`config.mk`:
```
export PLATFORM = sky130hd
export DESIGN_NAME = nes_oam_dma
export DESIGN_NICKNAME = d
export VERILOG_FILES = /design/src/rtl/nes_oam_dma.sv
export SDC_FILE = /design/constraint.sdc
export NUM_CORES = 1
export LEC_CHECK = 0
export ABC_CLOCK_PERIOD_IN_PS = 2950
export CAP_MARGIN = 20
export CORE_MARGIN = 1
export CORE_UTILIZATION = 46
export CTS_CLUSTER_SIZE = 40
export DETAILED_ROUTE_END_ITERATION = 10
export PLACE_DENSITY = 0.84
export SYNTH_ARGS = -nofsm -noshare
export SYNTH_HDL_FRONTEND = slang
export SYNTH_SLANG_ARGS = --single-unit
```
`constraint.sdc`:
```
create_clock -name CPU_CLK -period 2.95 [get_ports CPU_CLK]
set_input_delay 0.295 -clock CPU_CLK [delete_from_list [all_inputs] [get_ports CPU_CLK]]
set_output_delay 0.295 -clock CPU_CLK [all_outputs]
set_load 0.1 [all_outputs]
```
`src/rtl/nes_oam_dma.sv`:
```
// Sprite OAM DMA engine: passes CPU traffic to the bus in idle, and on a $4014 write halts the CPU and copies one page to OAMDATA.
// Optional feature macro: OAM_DMA_ODD_ALIGN_EN (adds the odd-cycle ALIGN state, giving 513/514-cycle transfers).
module nes_oam_dma #(
    parameter logic [15:0] DMA_REG_ADDR  = 16'h4014,
    parameter logic [15:0] OAM_DATA_ADDR = 16'h2004
) (
    input  logic        CPU_CLK,
    input  logic        RESET_n,
    input  logic [15:0] CPU_ADDR,
    input  logic [7:0]  CPU_DATA_OUT,
    input  logic        CPU_RW_n,
    output logic        CPU_ENABLE,
    input  logic [7:0]  BUS_DATA_IN,
    output logic [15:0] ADDR_BUS,
    output logic [7:0]  BUS_DATA_OUT,
    output logic        BUS_RW_n,
    output logic        DMA_ACTIVE
);

    typedef enum logic [2:0] {
        S_IDLE,
        S_HALT,
`ifdef OAM_DMA_ODD_ALIGN_EN
        S_ALIGN,
`endif
        S_READ,
        S_WRITE
    } state_t;

    state_t     r_state;
    logic [7:0] r_page;
    logic [7:0] r_idx;
    logic [7:0] r_latch;
`ifdef OAM_DMA_ODD_ALIGN_EN
    logic       r_parity;
`endif

    logic w_trigger;
    assign w_trigger = (CPU_ADDR == DMA_REG_ADDR) && !CPU_RW_n;

    // Transfer sequencer; a trigger is only honoured from idle.
    always_ff @(posedge CPU_CLK) begin
        if (!RESET_n) begin
            r_state  <= S_IDLE;
            r_page   <= 8'h00;
            r_idx    <= 8'h00;
            r_latch  <= 8'h00;
`ifdef OAM_DMA_ODD_ALIGN_EN
            r_parity <= 1'b0;
`endif
        end else begin
`ifdef OAM_DMA_ODD_ALIGN_EN
            r_parity <= ~r_parity;
`endif
            case (r_state)
                S_IDLE: begin
                    if (w_trigger) begin
                        r_state <= S_HALT;
                        r_page  <= CPU_DATA_OUT;
                        r_idx   <= 8'h00;
                    end
                end
                S_HALT: begin
`ifdef OAM_DMA_ODD_ALIGN_EN
                    r_state <= r_parity ? S_ALIGN : S_READ;
`else
                    r_state <= S_READ;
`endif
                end
`ifdef OAM_DMA_ODD_ALIGN_EN
                S_ALIGN: r_state <= S_READ;
`endif
                S_READ: begin
                    r_latch <= BUS_DATA_IN;
                    r_state <= S_WRITE;
                end
                S_WRITE: begin
                    if (r_idx == 8'hFF) begin
                        r_state <= S_IDLE;
                    end else begin
                        r_idx   <= r_idx + 8'd1;
                        r_state <= S_READ;
                    end
                end
                default: r_state <= S_IDLE;
            endcase
        end
    end

    // Bus mux: passthrough by default, DMA overrides while it owns the bus.
    always_comb begin
        ADDR_BUS     = CPU_ADDR;
        BUS_DATA_OUT = CPU_DATA_OUT;
        BUS_RW_n     = CPU_RW_n;
        CPU_ENABLE   = 1'b1;
        case (r_state)
            S_IDLE: ;
            S_READ: begin
                ADDR_BUS   = {r_page, r_idx};
                BUS_RW_n   = 1'b1;
                CPU_ENABLE = 1'b0;
            end
            S_WRITE: begin
                ADDR_BUS     = OAM_DATA_ADDR;
                BUS_DATA_OUT = r_latch;
                BUS_RW_n     = 1'b0;
                CPU_ENABLE   = 1'b0;
            end
            default: begin
                BUS_RW_n   = 1'b1;
                CPU_ENABLE = 1'b0;
            end
        endcase
    end

    assign DMA_ACTIVE = (r_state != S_IDLE);

endmodule

```
After elaboration in Yosys (flattened, before gate mapping)
Index checks and enable logic that the tools add are counted.
{"block": "totals", "elab_cells": 29, "out_inout_bits": 27, "input_bits": 35, "register_bits": 27}
{"block": "classes", "mux": 10, "n_addsub": 1, "n_reduce_logical": 7, "n_eq_ne": 7}
{"operator": "$pmux W16 S2", "n": 1}
{"operator": "$mux W8", "n": 3}
{"operator": "$eq A16 B15 Y1 const B", "n": 1}
{"operator": "$pmux W8 S2", "n": 1}
{"operator": "$pmux W3 S4", "n": 1}
{"operator": "$add A8 B1 Y8 const B", "n": 1}
{"operator": "$eq A8 B8 Y1 const B", "n": 1}
{"operator": "$eq A3 B2 Y1 const B", "n": 2}
{"operator": "$ne A2 B2 Y1 const B", "n": 2}
{"operator": "$eq A3 B1 Y1 const B", "n": 1}
{"operator": "$logic_not A3 Y1", "n": 1}
{"operator": "$mux W3", "n": 1}
{"operator": "$reduce_and A3 Y1", "n": 1}
{"operator": "$reduce_bool A3 Y1", "n": 1}
{"operator": "$mux W2", "n": 1}
{"operator": "$pmux W1 S2", "n": 1}
{"operator": "$reduce_and A2 Y1", "n": 1}
{"operator": "$reduce_bool A2 Y1", "n": 1}
{"operator": "$logic_and A1 B1 Y1", "n": 1}
{"operator": "$logic_not A1 Y1", "n": 1}
{"operator": "$mux W1", "n": 1}

Logic depth before layout (Yosys ltp)
Gate-level depths: netlist (run 1).
{"block": "depth", "word_depth": 4, "depth_mapped": 7, "mapped_depth_nobuf": 5}

Worst setup path before layout (run 1)
Ideal clock, no wire load.
{"block": "synth_timing", "path_type": "register to output", "startpoint": "register r_state[1]", "endpoint": "output ADDR_BUS[10]", "arrival_time_ps": 2254, "n_path_buf": 2, "stages_incl_launch_ff": 5, "required_ps": 2655, "path_slack_ps": 401, "cell_sequence": "dfxtp_1 -> buf_6 -> clkbuf_1 -> nand2_1 -> o22ai_1"}
{"block": "synth_between", "elab_chain_cells": 2}
{"element": "start, declared", "line": "30", "rtl": "state_t r_state;"}
{"element": "start signal, assigned", "line": "44", "rtl": "r_state <= S_IDLE;"}
{"element": "start signal, assigned", "line": "58", "rtl": "r_state <= S_HALT;"}
{"element": "start signal, assigned", "line": "67", "rtl": "r_state <= S_READ;"}
{"element": "$eq A3 B2 Y1", "line": "96", "rtl": "case (r_state)"}
{"element": "$pmux W16 S2 (*)", "line": "96"}
{"element": "end, declared", "line": "14", "rtl": "output logic [15:0] ADDR_BUS,"}
Every way passes the cells marked *; elsewhere a longest branch is shown, timed or not.

Worst setup path in the final report (run 1)
{"block": "layout_timing", "startpoint": "register r_state[1]", "endpoint": "output BUS_DATA_OUT[5]"}
{"block": "layout_between", "elab_chain_cells": 2}
{"element": "$eq A3 B2 Y1", "line": "96"}
{"element": "$mux W8", "line": "96"}
{"element": "end, declared", "line": "15", "rtl": "output logic [7:0] BUS_DATA_OUT,"}
Every way passes these cells.

==> results of run 1 <==
==> metrics by stage <==
step / worst slack [ns] / hold slack, ns / utilization / total power, uW
after CTS: 0.778 / 0.470 / 0.716 / 996
after global placement: 0.898 / 0.447 / 0.709 / 853
final: 0.811 / 0.469 / 0.716 / 989
after global routing: 0.589 / 0.503 / 0.716 / 1030
after detailed placement: 0.854 / 0.451 / 0.709 / 856
after floorplan: 0.401 / 0.435 / - / 723
==> per-layer routing <==
layer  up-vias  global-route usage  share of wire
li1        836                   -              -
met1       719               0.334           0.45
met2        59               0.413           0.47
met3         2             0.00649          0.067
met4         0              0.0598         0.0057
met5         -                   0              0
==> sequential cells by signal, summed over array words and instances, names as in the netlist <==
register,flops
r_latch,8
r_idx,8
r_page,8
r_state,2
==> tightest hold or removal path, delay by kind of cell (launching register included) <==
kind	cells	cell delay (ns)
DFF	1	0.33
and+or+nand+nor	1	0.05
muxes	1	0.05
==> power by group <==
part / internal (uW) / switching (uW) / leakage (uW) / total, uW
combinational: 138 / 346 / 0.000687 / 484
sequential: 360 / 4.45 / 0.000210 / 364
clock: 47.5 / 93.9 / 0.0000138 / 141
total: 545 / 444 / 0.000911 / 989
==> cells in the final DEF (no fill, tap or decap), types with 2 or more instances in the layout <==
cell type and n:
nand2b_1 2, inv_1 16, xor2_1 2, mux2i_1 17, buf_12 8, nand2_1 56, nand4_1 4, or4_1 2
clkdlybuf4s50_1 34, nor3_1 4, clkbuf_4 3, o22ai_1 19, nor2_1 14, nor4_1 2, a21oi_1 2, buf_4 25
dfxtp_1 26, nand3_1 14, nor4b_1 2
==> final cells by class <==
type / instances / area [um^2]
inverters: 17 / 63.8
multi-input cells: 154 / 872
fillers: 271 / 881
clock buffers: 3 / 22.5
flip-flops and latches: 26 / 520
repair buffers: 67 / 688
well taps: 44 / 55.1
==> cells by family (layout without fill, tap and decap cells) <==
group,Yosys count,in the layout,synth area share
buf+inv,33,87,0.0929
xor+xnor,2,2,0.0114
fa+ha+maj,1,1,0.00815
mux,17,17,0.111
compound gates,28,28,0.119
flops,26,26,0.339
simple gates,106,106,0.319
==> final timing paths <==
kind | start | cells after the start | end | slack [ns]
setup / recovery | r_state[1] | 5 | BUS_DATA_OUT[5] | 0.81
hold / removal | r_page[3] | 2 | r_page[3] | 0.47
setup reg to reg | r_state[1] | 4 | r_idx[5] | 1.10
hold reg to reg | r_page[3] | 2 | r_page[3] | 0.47
==> Yosys cell counts, types with 2 or more instances <==
master	count	area (um^2)
nand2_1	56	210
dfxtp_1	26	521
o22ai_1	19	119
mux2i_1	17	170
inv_1	16	60.1
nand3_1	14	70.1
nor2_1	14	52.6
clkbuf_1	10	37.5
nand4_1	4	25.0
nor3_1	4	20.0
a21oi_1	2	10.0
buf_2	2	10.0
buf_6	2	22.5
nand2b_1	2	12.5
nor4_1	2	12.5
nor4b_1	2	17.5
or4_1	2	15.0
xor2_1	2	17.5
==> flow_metrics.tcl, run 1 <==
set metrics [dict create \
    status "completed" \
    vdd_drop_max_mv 0.249 \
    crit_top_cell "nand2_1" \
    synth-edff-count 0 \
    cts_made_buffers 3 \
    finalSetupViolations 0 \
    drtIter0Drc 82 \
    clock_path_buffers 2 \
    p_per_area_nw_per_um2 445 \
    synth_warnings 0 \
    skew_ns 0.00240 \
    wl_per_cell_um 13.6 \
    slowest_delay_ns 0.41 \
    gp_congestion 0.810 \
    vias_per_cell 5.20 \
    synth_seq_area_share 0.339 \
    path_cells "buf_4, nand2_1, nand2_1, nand2_1, buf_12" \
    syn_nets 249 \
    synth_area_um2 1540 \
    cp.arrival_ns 1.84 \
    cts_tree "done" \
    io_buffer_count 61 \
    num_antenna_cells 0 \
    initial_core_util 0.495 \
    nets 305 \
    fp.dieH_um 59.8 \
    crit_path_start_kind "flop" \
    ys_ff_latch 26 \
    ios 62 \
    wl_um 4220 \
    clock.fmax_mhz 468 \
    report.final.hold_viol_count 0 \
    die_area_um2 3570 \
    grt_pass1_vias 1431 \
    core_area_um2 3100 \
    clk_latency_ns 0.30 \
    cts-root-buf "clkbuf_4" \
    dpl-instance-area_um2 2200 \
    path_max_fanout 35 \
    grt_util_all_layers 0.241 \
    maxCapViolCount 0 \
    antenna_found_initial 0 \
    cp-end-kind "output pin" \
    synth.distinct_cells 35 \
    grt_setup_unrepaired "false" \
    tightest_slew_ns 0.607 \
    period_needed_ns 2.14 \
    dr.pass1.iters 4 \
    rows 20 \
    period_share 0.725 \
    worstHoldPathType "flop to flop" \
    overflow 0 \
    crit_required_ns 2.65 \
    vias 1616 \
    postRouteAntennaNets 0 \
    fp.dieW_um 59.8 \
    drc 0 \
    holdBufCountCts 0 \
    post-cts-setup-buffers 0 \
    synthArstFlopShare 0 \
    leakagePower_uw 0.000911 \
    grt_pass1_wl_um 6560 \
    area_growth_pct 44.7 \
    clk_pin_slew_worst_paths_ns 0.13 \
    dp.cells 308 \
    stdcell_count 311 \
    crit_family "simple AND/OR/NAND/NOR gates" \
    final-max-slew-violation-count 0 \
    final.setup.tns_ns 0 \
    avgSynthCellArea_um2 7.21 \
    cts_resized 0 \
    grt_max_degree 36 \
    synth_cells 213 \
    final_cell_area_um2 2220 \
    synthFlopType "dfxtp_1" \
    relSlewSlack 0.593 \
    crit_type "flop to output pin" \
    drive_gt1_frac 0.154 \
    critPathBufInv 2 \
    clock_sinks 26 \
    htreeDepth 1 \
    dp.final_hpwl_um 3220 \
    slowest_stage "nand2_1" \
]
(Power assumes the default switching activity.)
==> run 2: changes to the inputs <==
==> config.mk (replaced) <==
export PLATFORM = sky130hd
export DESIGN_NAME = nes_oam_dma
export DESIGN_NICKNAME = d
export VERILOG_FILES = /design/src/rtl/nes_oam_dma.sv
export SDC_FILE = /design/constraint.sdc
export NUM_CORES = 1
export LEC_CHECK = 0
export ABC_CLOCK_PERIOD_IN_PS = 2000
export CAP_MARGIN = 20
export CORE_MARGIN = 1
export CORE_UTILIZATION = 43
export CTS_CLUSTER_SIZE = 40
export DETAILED_ROUTE_END_ITERATION = 10
export PLACE_DENSITY = 0.79
export SYNTH_ARGS = -nofsm -noshare
export SYNTH_HDL_FRONTEND = slang
export SYNTH_SLANG_ARGS = --single-unit
==> constraint.sdc (replaced) <==
create_clock -name CPU_CLK -period 2 [get_ports CPU_CLK]
set_input_delay 0.2 -clock CPU_CLK [delete_from_list [all_inputs] [get_ports CPU_CLK]]
set_output_delay 0.2 -clock CPU_CLK [all_outputs]
set_load 0.1 [all_outputs]
==> flow_metrics.tcl, run 2 (synthesis gave the netlist of run 1 again) <==
set metrics [dict create \
    status "completed" \
    clk_pin_slew_worst_paths_ns 0.14 \
    drtIter0Drc 47 \
    cts_tree "done" \
    area_growth_pct 69.0 \
    path_max_fanout 21 \
    post-cts-setup-buffers 0 \
    critPathBufInv 2 \
    hold_path_depth 3 \
    wl_um 4440 \
    final.setup.tns_ns 0 \
    gp_congestion 0.859 \
    final_cell_mix "56 x nand2_1, 34 x clkdlybuf4s50_1, 28 x buf_12" \
    grt_util_all_layers 0.234 \
    vias 1677 \
    drive_gt1_frac 0.219 \
    cts-root-buf "clkbuf_4" \
    leakagePower_uw 0.00105 \
    overflow 0 \
    ios 62 \
    grt_pass1_vias 1498 \
    fp.dieW_um 61.8 \
    clock.fmax_mhz 565 \
    cp.depth 4 \
    n_fill_cell 248 \
    period_needed_ns 1.77 \
    dr.pass1.iters 4 \
    maxCapViolCount 0 \
    core_area_um2 3390 \
    clock_path_buffers 2 \
    slowest_stage "dfxtp_1" \
    antenna_found_initial 0 \
    report.final.hold_viol_count 0 \
    initial_core_util 0.453 \
    nets 312 \
    cp.arrival_ns 1.57 \
    grt_pass1_wl_um 6630 \
    path_cells "buf_4, nand2_1, o22ai_1, buf_12" \
    crit_type "flop to output pin" \
    skew_ns 0.00399 \
    htreeDepth 1 \
    crit_family "buffers and inverters" \
    die_area_um2 3810 \
    tightest_slew_ns 0.314 \
    drc 0 \
    crit_required_ns 1.80 \
    postRouteAntennaNets 0 \
    cts_made_buffers 3 \
    hold_ws_ns 0.453 \
    vias_per_cell 5.24 \
    post-route-util 0.766 \
    slowest_delay_ns 0.41 \
    grt_setup_unrepaired "false" \
    clock_sinks 26 \
    wl_per_cell_um 13.9 \
    final-max-slew-violation-count 0 \
    rows 21 \
    r2r_cells 6 \
    dpl-instance-area_um2 2570 \
    crit_path_start_kind "flop" \
    clk_latency_ns 0.32 \
    largestRegisters "r_idx (8), r_latch (8), r_page (8)" \
    cp-end-kind "output pin" \
    num_antenna_cells 0 \
    period_share 0.884 \
    vdd_drop_max_mv 0.505 \
    final_cell_area_um2 2590 \
    fp.dieH_um 61.8 \
    p_per_area_nw_per_um2 629 \
    dp.final_hpwl_um 3500 \
    finalSetupViolations 0 \
    worstHoldPathType "input pin to flop" \
    grt_max_degree 29 \
    final_common_cell "nand2_1" \
    relSlewSlack 0.791 \
    io_buffer_count 61 \
]
-- run 2: cell count changes in the layout (fill, tap and decap cells not counted) --
cell | before | now
buf_12 | 8 | 28
and2_1 | 1 | 0
inv_4 | 0 | 1
o22ai_1 | 19 | 10
and2_2 | 0 | 1
a21oi_2 | 0 | 2
o22ai_2 | 0 | 9
a21oi_1 | 2 | 0
buf_4 | 25 | 12
inv_2 | 1 | 0
-- run 2: worst paths after layout --
check             startpoint     endpoint  slack, ns
max               r_state[1]  ADDR_BUS[9]       0.23
min          CPU_DATA_OUT[3]    r_page[3]       0.45
max reg2reg         r_idx[1]     r_idx[5]       0.41
min reg2reg        r_page[5]    r_page[5]       0.47
-- run 2: cell type report --
cell class | instances | area, um^2 | area share
clock buffer | 3 | 22.5 | 0.00868
inverter | 17 | 66.3 | 0.0256
multi-input combinational | 154 | 937 | 0.361
sequential | 26 | 520 | 0.201
tap | 46 | 57.6 | 0.0222
timing repair buffer | 74 | 991 | 0.382
-- run 2: power breakdown --
part	leakage [uW]	total (uW)	switching [uW]	internal (uW)
logic	0.000827	871	545	326
clock network	0.0000138	223	152	70.6
registers	0.000210	540	9.20	531
total	0.00105	1630	706	927
-- run 2: per-stage QoR --
stage	worst slack [ns]	instances	total power, uW
after floorplan	-0.453	213	1090
after global placement	0.0872	317	1420
after detailed placement	0.00383	317	1420
after CTS	0.0856	320	1640
after global routing	0.125	320	1680
final	0.231	320	1630
-- run 2: layer usage --
| layer | track usage | wire length, um | vias to the layer above |
|---|---|---|---|
| li1 | - | - | 848 |
| met1 | 0.294 | 1920 | 768 |
| met5 | 0 | 0 | - |
| met4 | 0.0476 | 20 | 0 |
| met2 | 0.435 | 2250 | 59 |
| met3 | 0.0248 | 255 | 2 |
-- run 2: what timing repair did --
action	CTS	global route
hold buffers	0	0
gates resized for setup	0	1
setup endpoints to repair	0	3
-- run 2: worst register-to-register path, cell delays in order (launching register included) --
cell and delay [ns]:
dfxtp_1 0.47, ha_1 0.30, nand3_1 0.14, o21ai_1 0.18, buf_4 0.19, nand3_1 0.08
o211ai_1 0.16
==> run 3: changes to the inputs <==
--- a/config.mk
+++ b/config.mk
@@ -6,12 +6,12 @@
 export NUM_CORES = 1
 export LEC_CHECK = 0
 export ABC_CLOCK_PERIOD_IN_PS = 2000
-export CAP_MARGIN = 20
 export CORE_MARGIN = 1
 export CORE_UTILIZATION = 43
 export CTS_CLUSTER_SIZE = 40
 export DETAILED_ROUTE_END_ITERATION = 10
 export PLACE_DENSITY = 0.79
+export SLEW_MARGIN = 20
 export SYNTH_ARGS = -nofsm -noshare
 export SYNTH_HDL_FRONTEND = slang
 export SYNTH_SLANG_ARGS = --single-unit
==> constraint.sdc (replaced) <==
create_clock -name CPU_CLK -period 2 [get_ports CPU_CLK]
set_input_delay 0.2 -clock CPU_CLK [delete_from_list [all_inputs] [get_ports CPU_CLK]]
set_output_delay 0.2 -clock CPU_CLK [all_outputs]
set_load 0.005 [all_outputs]
==> flow_metrics.tcl, run 3 (synthesis gave the netlist of run 1 again) <==
set metrics [dict create \
    final-max-slew-violation-count 0 \
    dpl-instance-area_um2 2210 \
    postRouteAntennaNets 0 \
    cts_tree "done" \
    grt_setup_unrepaired "false" \
    finalSetupViolations 0 \
    clock.fmax_mhz 517 \
    ios 62 \
    n_fill_cell 277 \
    report.final.hold_viol_count 0 \
    wl_per_cell_um 13.7 \
    slowest_delay_ns 0.50 \
    fp.dieW_um 61.8 \
    num_antenna_cells 0 \
    clk_pin_slew_worst_paths_ns 0.15 \
    period_needed_ns 1.93 \
    vias 1670 \
    core_area_um2 3390 \
    drtIter0Drc 76 \
    cts-root-buf "clkbuf_4" \
    dr.pass1.iters 4 \
    htreeDepth 1 \
    final.setup.tns_ns 0 \
    maxCapViolCount 0 \
    path_max_fanout 18 \
    fp.dieH_um 61.8 \
    grt_pass1_wl_um 6350 \
    status "completed" \
    holdBufCountCts 0 \
    seq_area_um2 526 \
    grt_pass1_vias 1455 \
    hold_ws_ns 0.449 \
    slowest_stage "clkdlybuf4s50_1" \
    tightest_slew_ns 0.293 \
    multi_input_area_um2 876 \
    skew_ns 0.00300 \
    io_buffer_count 61 \
    path_cells "buf_6, or2_4, inv_4, clkdlybuf4s50_1" \
    final_cell_mix "60 x clkdlybuf4s50_1, 55 x nand2_1, 24 x dfxtp_1" \
    grt_util_all_layers 0.225 \
    largestRegisters "r_idx (8), r_latch (8), r_page (8)" \
    relSlewSlack 0.804 \
    vias_per_cell 5.25 \
    cp.arrival_ns 1.73 \
    antenna_found_initial 0 \
    area_growth_pct 48.9 \
    dp.final_hpwl_um 3100 \
    leakagePower_uw 0.000897 \
    drive_gt1_frac 0.0846 \
    worstHoldPathType "input pin to flop" \
    final_cell_area_um2 2290 \
    p_per_area_nw_per_um2 545 \
    die_area_um2 3810 \
    cp-end-kind "output pin" \
    crit_type "flop to output pin" \
    crit_required_ns 1.80 \
    vdd_drop_max_mv 0.315 \
    rows 21 \
    overflow 0 \
    gp_congestion 0.914 \
    clock_path_buffers 2 \
    nets 309 \
    initial_core_util 0.453 \
    design_power_total_uw 1250 \
    cts_made_buffers 3 \
    final_common_cell "clkdlybuf4s50_1" \
    clock_sinks 26 \
    wl_um 4340 \
    drc 0 \
    crit_path_start_kind "flop" \
    grt_max_degree 29 \
    post-cts-setup-buffers 0 \
    clk_latency_ns 0.32 \
    period_share 0.967 \
]
run 3: critical path: cells and delay by family (launching register included):
family,cells,cell delay [ns]
buffers and inverters,3,0.74
AND/OR/NAND/NOR,1,0.28
flip-flops,1,0.39
run 3: per-stage QoR:
stage,setup slack [ns],cells,util
2_1_floorplan,0.430,213,-
3_3_place_gp,0.112,314,0.653
3_5_place_dp,0.0801,314,0.653
4_1_cts,0.00881,318,0.670
5_1_grt,0.0223,318,0.674
6_report,0.0659,318,0.674
run 3: worst paths after layout:
| check | startpoint | endpoint | slack [ns] | depth (start not counted) |
|---|---|---|---|---|
| max | r_state[1] | CPU_ENABLE | 0.07 | 4 |
| min reg2reg | r_page[3] | r_page[3] | 0.48 | 2 |
| min | CPU_DATA_OUT[5] | r_page[5] | 0.45 | 3 |
| max reg2reg | r_state[1] | r_page[7] | 0.41 | 7 |
run 3: cell type report:
class | instances | share of cell area
clock buffer | 3 | 0.00985
inverter | 17 | 0.0290
clock inverter | 1 | 0.0131
sequential | 26 | 0.230
tap | 46 | 0.0252
timing repair buffer | 71 | 0.310
multi-input combinational | 154 | 0.383
run 3: where the power goes:
group | internal, uW | total [uW] | switching [uW]
Sequential | 531 | 543 | 11.5
Clock | 203 | 364 | 161
Combinational | 204 | 339 | 135
Total | 938 | 1250 | 308
run 3: what timing repair did:
item / in CTS / in global routing
setup endpoints to repair: 10 / 3
endpoints found under the hold margin: 0 / 0
resized for setup: 4 / 5
run 3: layer usage:
metal  vias to the layer above  GRT usage  wire [um]
met4                         0     0.0762         51
met3                         6     0.0166        276
li1                        840          -          -
met1                       755      0.299       2010
met5                         -          0          0
met2                        69      0.389       2010
==> variant 1: new RTL, config.mk and constraints of run 3 <==
Register the inputs `CPU_ADDR`, `CPU_DATA_OUT`, `CPU_RW_n` and `BUS_DATA_IN` before use, with the module's reset. The logic sees them one clock later.
--- a/src/rtl/nes_oam_dma.sv
+++ b/src/rtl/nes_oam_dma.sv
@@ -27,6 +27,25 @@
         S_WRITE
     } state_t;
 
+    logic [15:0] CPU_ADDR_q;
+    logic [7:0] CPU_DATA_OUT_q;
+    logic CPU_RW_n_q;
+    logic [7:0] BUS_DATA_IN_q;
+
+    always_ff @(posedge CPU_CLK) begin
+        if (!RESET_n) begin
+            CPU_ADDR_q     <= '0;
+            CPU_DATA_OUT_q <= '0;
+            CPU_RW_n_q     <= '0;
+            BUS_DATA_IN_q  <= '0;
+        end else begin
+            CPU_ADDR_q     <= CPU_ADDR;
+            CPU_DATA_OUT_q <= CPU_DATA_OUT;
+            CPU_RW_n_q     <= CPU_RW_n;
+            BUS_DATA_IN_q  <= BUS_DATA_IN;
+        end
+    end
+
     state_t     r_state;
     logic [7:0] r_page;
     logic [7:0] r_idx;
@@ -36,7 +55,7 @@
 `endif
 
     logic w_trigger;
-    assign w_trigger = (CPU_ADDR == DMA_REG_ADDR) && !CPU_RW_n;
+    assign w_trigger = (CPU_ADDR_q == DMA_REG_ADDR) && !CPU_RW_n_q;
 
     // Transfer sequencer; a trigger is only honoured from idle.
     always_ff @(posedge CPU_CLK) begin
@@ -56,7 +75,7 @@
                 S_IDLE: begin
                     if (w_trigger) begin
                         r_state <= S_HALT;
-                        r_page  <= CPU_DATA_OUT;
+                        r_page  <= CPU_DATA_OUT_q;
                         r_idx   <= 8'h00;
                     end
                 end
@@ -71,7 +90,7 @@
                 S_ALIGN: r_state <= S_READ;
 `endif
                 S_READ: begin
-                    r_latch <= BUS_DATA_IN;
+                    r_latch <= BUS_DATA_IN_q;
                     r_state <= S_WRITE;
                 end
                 S_WRITE: begin
@@ -89,9 +108,9 @@
 
     // Bus mux: passthrough by default, DMA overrides while it owns the bus.
     always_comb begin
-        ADDR_BUS     = CPU_ADDR;
-        BUS_DATA_OUT = CPU_DATA_OUT;
-        BUS_RW_n     = CPU_RW_n;
+        ADDR_BUS     = CPU_ADDR_q;
+        BUS_DATA_OUT = CPU_DATA_OUT_q;
+        BUS_RW_n     = CPU_RW_n_q;
         CPU_ENABLE   = 1'b1;
         case (r_state)
             S_IDLE: ;
Check against the original RTL: not equivalent (Yosys sat finds a counterexample within 4 cycles, from zero or initial values and one cycle with RESET_n low).
==> variant 1 against run 3 <==
  * Hold slack lost 0.11 ns
  * Area after synthesis up 57%
  * Register-to-register slack worse by 0.24 ns
  * Sequential cell count rose by 33
  * Design area increased by 47%
  * Synthesized cell count rose by 34%
  * Final cell count up 34%
  * Total power increased by 92%
  * Wire length increased by 33%
  * Worst setup slack worse by 0.00075 ns
==> variant 1: results (changes against run 3) <==
metric;value;unit;change
synth cell count leaders;nand2_1, dfxtp_1, and2_1;;was nand2_1, dfxtp_1, o22ai_1
hold crit path type;in -> reg;;unchanged
TritonCTS Buffers;9;;was 3
CP max stage cell;clkdlybuf4s50_1;;unchanged
Top Layer Used;met4;;unchanged
Syn Area/Cell;8.442;um2;was 7.208 um2
Placer Congestion;0.8198;;was 0.9141
Placed Instance Area;3123;um2;was 2212 um2
Mapped Nets;321;;was 249
routed wl met2;2823;um;was 2007 um
Finished Layout Cells;426;;was 318
Initial DRC Count;201;;was 76
slowest stage delay, CP;0.51;ns;
DP Cell Count;410;;was 314
maximum VDD drop;0.0004279;V;was 0.0003150 V
DR WL met3;273;um;was 276 um
first-pass GRT wire length;9666;um;was 6348 um
number of diodes;0;;unchanged
Critical Path AT;1.73;ns;about the same
Leak;1.376;nW;was 0.8970 nW
max reg flops;16;;
relative slew slack;68.32;%;was 80.41%
worst skew pair latency;0.34;ns;was 0.32 ns
cell area after layout;3362;um2;was 2286 um2
largest net degree at the start of global routing;49;;was 29
status;complete, no violations;;unchanged
number of global-route vias before repair;2098;;was 1455
Reg clk slew, reported paths;0.06;ns;was 0.15 ns
count of cell types in the netlist;37;;was 35
Final nets;387;;was 309
vias per cell;4.939;;was 5.252
root buf cell;clkbuf_8;;was clkbuf_4
CP max FO;10;;was 18
register area share after synthesis;49.09;%;was 33.90%
dpl ws;0.1768;ns;was 0.08013 ns
Global Route Usage Sum;21.21;%;was 22.53%
clk_skew;0.007124;ns;was 0.002998 ns
Biggest register;CPU_ADDR_q;;
Bufs on Longest Clock Path;2;;unchanged
htree depth;3;;was 1
initial antenna violation count;0;;unchanged
layout cells sized above 1;9.270;%;was 8.456%
drt pass-1 iters;6;;was 4
Port Buf Inserts;61;;unchanged
fillers;447;;was 277
dpl hpwl;4100;um;was 3105 um
wire per inst;13.53;um;was 13.65 um
delay-heaviest family, CP;buffers and inverters;;unchanged
Post-Route M1 WL;2555;um;was 2005 um
Synth Warn #;0;;unchanged
Synth async-reset ratio;0;%;unchanged
Synth area leaders;dfxtp_1, nand2_1, and2_1;;was dfxtp_1, nand2_1, mux2i_1
Post-synth top flop;dfxtp_1;;unchanged
variant 1: logic make-up after synthesis:
| logic type | Yosys count | share of synthesized area, % |
|---|---|---|
| flip-flops | 59 | 49.09 |
| multiplexers | 8 | 3.328 |
| AO/OA/AOI/OAI | 41 | 11.23 |
| AND/OR/NAND/NOR | 140 | 28.60 |
| XOR/XNOR | 3 | 1.092 |
| buffers and inverters | 33 | 6.136 |
| adder cells (fa/ha/maj) | 1 | 0.5199 |
variant 1: final timing paths:
check / startpoint / to / slack [ns] / cells past startpoint
max: r_state[1] / ADDR_BUS[13] / 0.07 / 5
min: RESET_n / r_state[1] / 0.34 / 2
max reg2reg: CPU_ADDR_q[11] / r_page[3] / 0.17 / 5
min reg2reg: BUS_DATA_IN_q[4] / r_latch[4] / 0.44 / 2
variant 1: timing repair:
action	in CTS	in global routing
gates resized for setup	8	15
setup endpoints to repair	25	23
buffers inserted	0	0
gates cloned	0	0
pin swaps	0	0
variant 1: metal layers:
metal  GRT usage, %  vias up
li1               -     1062
met1          25.88      976
met2          34.64       57
met3          5.595        9
met4          9.808        0
met5              0        -
variant 1: cell type report:
type	count	area share [%]
clock inverters	1	0.2233
inverters	15	1.675
flip-flops and latches	59	35.36
multi-input cells	193	32.64
clock buffers	15	4.950
repair buffers	73	22.55
well taps	70	2.605
variant 1: worst reg2reg max path, stage by stage, from the launching register on:
cell and delay (ns):
dfxtp_1 0.32, or4b_1 0.53, nor4_2 0.27, and4_1 0.28
buf_12 0.16, mux2i_1 0.20
variant 1: power by group:
part	internal (mW)	switching, mW
Combinational	0.133	0.0651
Clock	0.520	0.442
Sequential	1.21	0.0178
==> variant 2: new RTL, settings of run 3 <==
Without the edit above. The option `OAM_DMA_ODD_ALIGN_EN` is turned on by a define.
--- a/src/rtl/nes_oam_dma.sv
+++ b/src/rtl/nes_oam_dma.sv
@@ -1,5 +1,7 @@
 // Sprite OAM DMA engine: passes CPU traffic to the bus in idle, and on a $4014 write halts the CPU and copies one page to OAMDATA.
 // Optional feature macro: OAM_DMA_ODD_ALIGN_EN (adds the odd-cycle ALIGN state, giving 513/514-cycle transfers).
+`define OAM_DMA_ODD_ALIGN_EN
+
 module nes_oam_dma #(
     parameter logic [15:0] DMA_REG_ADDR  = 16'h4014,
     parameter logic [15:0] OAM_DATA_ADDR = 16'h2004
Formal check against the unedited RTL: not equivalent (Yosys sat finds a counterexample within 4 cycles, from zero or initial values and one cycle with RESET_n low).
==> variant 2 against run 3 <==
  * Sequential cell count increased by 2
  * Clock skew decreased by 0.0013 ns
  * Worst setup slack got worse by 0.0097 ns
  * Critical path depth increased by 1
  * Wire length increased by 11%
  * Total power increased by 1.4%
  * Area after synthesis decreased by 0.98%
  * Count of clock-buffer cells in the layout unchanged
  * Largest cell class unchanged
  * Design area increased by 6.3%
==> variant 2: results (changes against run 3) <==
metric;value;unit;change
status;complete, no violations;;unchanged
number of global-route vias before repair;1519;;was 1455
register area share after synthesis;36.87;%;was 33.90%
Leak;0.9938;nW;was 0.8970 nW
slowest stage delay, CP;0.61;ns;was 0.50 ns
layout cells sized above 1;16.96;%;was 8.456%
Mapped Cells;205;;was 213
Mapped Nets;241;;was 249
dpl ws;-0.3094;ns;was 0.08013 ns
post-synthesis xor/xnor area fraction;0;%;was 1.141%
CP max stage cell;or4_4;;was clkdlybuf4s50_1
largest net degree at the start of global routing;20;;was 29
maximum VDD drop;0.0005657;V;was 0.0003150 V
clk_skew;0.001672;ns;was 0.002998 ns
post-synthesis compound-gate area fraction;26.26;%;was 11.90%
worst hold start;BUS_DATA_IN[6];;was CPU_DATA_OUT[5]
synth cell count leaders;nand2_1, dfxtp_1, a21oi_1;;was nand2_1, dfxtp_1, o22ai_1
Global Route Usage Sum;25.55;%;was 22.53%
sw frac;24.14;%;was 24.73%
Comb. pwr;0.309;mW;was 0.339 mW
GR Layer Usage met1;32.01;%;was 29.87%
CP Launch Point;CPU_ADDR[6];;was r_state[1]
routed wl met2;2383;um;was 2007 um
reg2reg path depth;8;;was 7
M2 GR Usage;45.50;%;was 38.86%
Synth area leaders;dfxtp_1, nand2_1, a22o_1;;was dfxtp_1, nand2_1, mux2i_1
worst skew pair latency;0.34;ns;was 0.32 ns
relative slew slack;72.94;%;was 80.41%
Synth Area in Adders;0.8230;%;was 0.8150%
==> variant 2: cell types whose count changed after synthesis, sizes merged, moves of 3 or more <==
| cell | delta |
|---|---|
| o22ai | -17 |
| a21oi | +16 |
| mux2i | -16 |
| a22o | +14 |
| inv | -14 |
| o21ai | +14 |
| nand3 | -12 |
| nand4 | +5 |
| buf | -4 |
| nor2 | -4 |
| a31oi | +3 |
| clkbuf | +3 |
| nor3b | +3 |
==> variant 2: area by class of cell <==
cell class	instances	area [um2]
fill	316	933.4
multi-input combinational	159	918.4
timing repair buffer	89	823.3
sequential	28	566.8
tap	46	57.56
clock inverter	1	30.03
clock buffer	3	22.52
inverter	3	11.26
==> variant 2: final timing paths <==
check,to,slack [ns]
max reg2reg,r_state[0],0.15
min,r_latch[6],0.38
max,r_idx[6],0.06
min reg2reg,r_parity,0.42
==> variant 2: what timing repair did <==
action                                  CTS  global route
cloned                                    1             0
pin swaps                                 8             2
setup buffers                             4             3
hold buffers                              0             0
resized for setup                        45            17
endpoints found under the setup margin   24            20
